## src/rtl/systolic_pkg.sv

```systemverilog
// Shared constants and the row-collector state type for the systolic array edge FIFOs.
package systolic_pkg;

  localparam int DIM_DEF  = 8;
  localparam int BITS_DEF = 64;

  typedef enum logic [1:0] {
    EMPTY = 2'd0,
    FILL  = 2'd1,
    FULL  = 2'd2
  } state_e;

endpackage

```

## src/rtl/fifo_c.sv

```systemverilog
// Serial-to-parallel row collector: gathers DIM serial words into one parallel row.
// Optional sticky overflow flag (ovf port) is built when FIFO_C_OVF_EN is defined.
module fifo_c
  import systolic_pkg::*;
#(
  parameter  int DIM  = DIM_DEF,
  parameter  int BITS = BITS_DEF,
  localparam int CW   = $clog2(DIM + 1)
) (
  input  logic                      clk,
  input  logic                      rst_n,
  input  logic                      en,
  input  logic [BITS-1:0]           d,
  input  logic                      RdEn,
  output logic [DIM-1:0][BITS-1:0]  q,
  output logic                      full,
  output logic [CW-1:0]             count,
`ifdef FIFO_C_OVF_EN
  output logic                      ovf,
`endif
  output state_e                    state_o
);

  // Handshake: en qualifies d for exactly one cycle and there is no back-pressure;
  // words arriving while the row is FULL (and not being released by RdEn the same
  // cycle) are dropped. RdEn only has effect while full=1.

  localparam logic [CW-1:0] DIM_C = CW'(DIM);

  state_e                     state_q, state_d;
  logic [CW-1:0]              count_q, count_d;
  logic [DIM-1:0][BITS-1:0]   row_q,   row_d;
  logic                       wr;
  logic [CW-1:0]              wr_idx;

`ifdef FIFO_C_OVF_EN
  logic ovf_q, ovf_d;
  logic ovf_evt;
`endif

  always_comb begin
    state_d = state_q;
    count_d = count_q;
    row_d   = row_q;
    wr      = 1'b0;
    wr_idx  = count_q;
`ifdef FIFO_C_OVF_EN
    ovf_evt = 1'b0;
`endif

    unique case (state_q)
      EMPTY, FILL: begin
        if (en) begin
          wr      = 1'b1;
          count_d = count_q + CW'(1);
          state_d = (count_d == DIM_C) ? FULL : FILL;
        end
      end
      FULL: begin
        if (en && RdEn) begin
          // Release and restart in one edge: the new word becomes the next row's head.
          wr      = 1'b1;
          wr_idx  = '0;
          count_d = CW'(1);
          state_d = (DIM == 1) ? FULL : FILL;
        end else if (RdEn) begin
          count_d = '0;
          state_d = EMPTY;
        end else if (en) begin
`ifdef FIFO_C_OVF_EN
          ovf_evt = 1'b1;
`endif
        end
      end
      default: begin
        count_d = '0;
        state_d = EMPTY;
      end
    endcase

    if (wr) begin
      for (int i = 0; i < DIM; i++) begin
        if (wr_idx == CW'(i)) row_d[i] = d;
      end
    end

`ifdef FIFO_C_OVF_EN
    ovf_d = ovf_q | ovf_evt;
`endif
  end

  always_ff @(posedge clk or negedge rst_n) begin
    if (!rst_n) begin
      state_q <= EMPTY;
      count_q <= '0;
      row_q   <= '0;
    end else begin
      state_q <= state_d;
      count_q <= count_d;
      row_q   <= row_d;
    end
  end

`ifdef FIFO_C_OVF_EN
  always_ff @(posedge clk or negedge rst_n) begin
    if (!rst_n) ovf_q <= 1'b0;
    else        ovf_q <= ovf_d;
  end

  assign ovf = ovf_q;
`endif

  assign q       = row_q;
  assign full    = (state_q == FULL);
  assign count   = count_q;
  assign state_o = state_q;

endmodule

```

## config.mk

```make
export PLATFORM = sky130hd
export DESIGN_NAME = fifo_c
export DESIGN_NICKNAME = d
export VERILOG_FILES = /design/src/rtl/systolic_pkg.sv /design/src/rtl/fifo_c.sv
export SDC_FILE = /design/constraint.sdc
export NUM_CORES = 1
export LEC_CHECK = 0
export BUFFER_PORTS_ARGS = -buffer_cell sky130_fd_sc_hd__buf_2
export CAP_MARGIN = 20
export CORE_AREA = 2 2 230 232
export DETAILED_ROUTE_END_ITERATION = 10
export DIE_AREA = 0 0 232 234
export MAX_ROUTING_LAYER = met4
export PLACE_DENSITY = 0.61
export SYNTH_ARGS = -nofsm -noshare
export SYNTH_HDL_FRONTEND = slang
export SYNTH_SLANG_ARGS = --single-unit
```

## constraint.sdc

```tcl
create_clock -name clk -period 2.23 [get_ports clk]
set_clock_uncertainty 0.05 [all_clocks]
set_input_delay 0.223 -clock clk [delete_from_list [all_inputs] [get_ports clk]]
set_output_delay 0.223 -clock clk [all_outputs]
set_load 0.02 [all_outputs]
```

==> results.json <==
{
  "status": "complete, no violations",
  "postCtsSetupRepairBufs": 0,
  "cts_root_buffer": "clkbuf_16",
  "io_buffers": 586,
  "rsz0062_at_grt": "no",
  "area_growth_pct": 32.7,
  "place_hpwl_um": 37200,
  "numCtsBuffers": 52,
  "fin_cells": 2543,
  "dr.pass1.iters": 4,
  "ant_nets": 0,
  "diodes": 0,
  "required_ps": 2650,
  "antenna_found_initial": 0,
  "worst-path-stages": 4,
  "grt_max_degree": 94,
  "synthTopCellsByArea": "dfrtp_1 67%, mux2_2 28%, mux2_1 1.6%",
  "path_cells": "nand2_1, nor4b_4, buf_12, mux2_2",
  "critical_path_class": "reg -> reg",
  "rows": 84,
  "slew_headroom_pct": 65.9,
  "min_path_type": "in -> async",
  "power.total_mw": 43.4,
  "num-nets-final": 1888,
  "power_density_nw_per_um2": 1680,
  "cp_max_fo": 64,
  "syn_inst": 1127,
  "routedWlPerCell_um": 21.5,
  "yosysMostFrequentCell": "dfrtp_1",
  "synthesis.area_um2": 19500,
  "cp_top_family": "flip-flops",
  "p_leak_nw": 12.7,
  "drc_errors": 0,
  "grt_pass1_vias": 13208,
  "reg2regPathDepth": 4,
  "die_y_um": 234,
  "via_per_inst": 4.85,
  "worst_setup_path_start_kind": "flip-flop",
  "dieArea_um2": 54300,
  "finalSetupViolations": 0,
  "fillers": 4527,
  "synth-seq-cells": 518,
  "place_congestion": 0.803,
  "drv_slew": 0,
  "ys_seq_area_share_pct": 66.6,
  "cts_tree": "yes",
  "cap_violations": 0,
  "dp_cells": 2385,
  "numClockSinks": 518,
  "synth-async-reset-ratio_pct": 100,
  "yosys-top-cells-count": "518 x dfrtp_1, 484 x mux2_2, 28 x buf_2, 28 x mux2_1, 18 x buf_6",
  "initial_utilization_pct": 37.4,
  "cts_buffer_depth": 3,
  "ios": 587,
  "path_clk_slew_ps": 60,
  "synth_edf_count": 0,
  "fin_crit_ps": 2070,
  "routed_wl_um": 54800,
  "synth_top_cell_area_share_pct": 66.6,
  "vdd_drop_max_mv": 0.970,
  "htree_levels": 2,
  "fin_crit_sh_pct": 92.9,
  "grt.total_usage_pct": 20.4,
  "yosysUniqueCellTypes": 35,
  "avgSynthCellArea_um2": 17.3,
  "chipWidth_um": 232,
  "finalHoldViolations": 0,
  "yosysTopAreaCell": "dfrtp_1",
  "tightestPinTransition_ps": 512,
  "synth_nets": 1196,
  "grt-ovfl-total": 0,
  "ys.flop_type": "dfrtp_1",
  "slowest_stage": "dfrtp_1",
  "drive_above_1_share_pct": 64.6,
  "final_util_pct": 49.7,
  "yosysWarnings": 0,
  "endpoint_kind": "flip-flop",
  "cp.arrival_ps": 2490,
  "tns_ps": 0,
  "hold_slack_ps": 87.9,
  "critPathMaxStageDelay_ps": 550,
  "insertion_delay_ps": 590,
  "grt_pass1_wl_um": 81700,
  "first_iter_violations": 437,
  "core_um2": 52000,
  "clock.fmax_mhz": 483,
  "via_count": 12325,
  "crit_buf_inv": 1
}
[power by group]
group	internal (mW)	total (mW)	switching, mW	leakage, nW
clock network	5.07	8.66	3.59	0.833
registers	14.0	16.3	2.32	6.33
logic	7.40	18.4	11.0	5.55
[cells by family (layout without fill, tap and decap cells)]
logic type / count (synthesis) / after routing / share of synthesized area, %
xor gates and xnor gates: 3 / 3 / 0.135
DFF: 518 / 518 / 66.6
muxes: 513 / 513 / 29.7
and+or+nand+nor: 28 / 28 / 1.14
adders and majority gates: 1 / 1 / 0.0642
buffers and inverters: 55 / 783 / 2.07
AOI/OAI and AO/OA: 9 / 9 / 0.373
[worst register-to-register path, delay by kind of cell, from the launching register on]
kind                   cells  cell delay (ps)
multiplexers               1              470
buffers and inverters      1              400
flip-flops                 1              550
AND/OR/NAND/NOR            2              490
[final timing paths]
| path | start | end | slack, ps |
|---|---|---|---|
| min | rst_n | q[152] | 90 |
| max in group asynchronous | rst_n | q[112] | 1130 |
| max reg2reg | count[1] | q[446] | 160 |
| min in group clk | q[392] | q[392] | 430 |
| min reg2reg | q[392] | q[392] | 430 |
| max | count[1] | q[446] | 160 |
[final cells by class]
class                   count  area, um2  area share (%)
clock inverters            10        114           0.441
repair buffers            692       4180            16.2
clock buffers              80       1580            6.11
multi-input cells         554       6140            23.8
well taps                 688        861            3.33
inverters                   1       3.75          0.0145
flip-flops and latches    518      13000            50.2
[registers in the layout (all words and copies together) (netlist names)]
| signal | flops |
|---|---|
| q | 512 |
| count | 4 |
| state_o | 2 |
[cells in the final DEF (no fill, tap or decap), drive strengths merged, types with 2 or more instances in the layout]
| cell type | instances |
|---|---|
| bufinv | 2 |
| clkbuf | 80 |
| nand2 | 11 |
| buf | 624 |
| mux2 | 512 |
| clkinv | 7 |
| xor2 | 2 |
| nor4b | 2 |
| dfrtp | 518 |
| o22ai | 3 |
| nor2b | 2 |
| and4bb | 2 |
| a21oi | 2 |
| nor3b | 2 |
| nor2 | 3 |
| dlygate4sd3 | 68 |
[what timing repair did]
action                                  CTS  global route
endpoints found under the hold margin   836             0
hold buffers                             68             0
gates resized for setup                   0             0
endpoints found under the setup margin    0             0
[per-stage QoR]
stage	worst slack, ps	cell area (um2)
after global routing	52.4	25800
after CTS	137	25800
after global placement	222	23500
after detailed placement	154	23500
final	159	25800
after floorplan	316	19500
[routing by layer]
layer,track usage (%),routed length (um),up-vias,share of wire (%)
met2,32.8,26400,422,48
met4,6.33,1530,0,2.8
met3,6.16,4170,88,7.6
li1,-,-,5386,-
met1,24.7,22600,6429,41
met5,-,0,-,0
(Power assumes the default switching activity.)
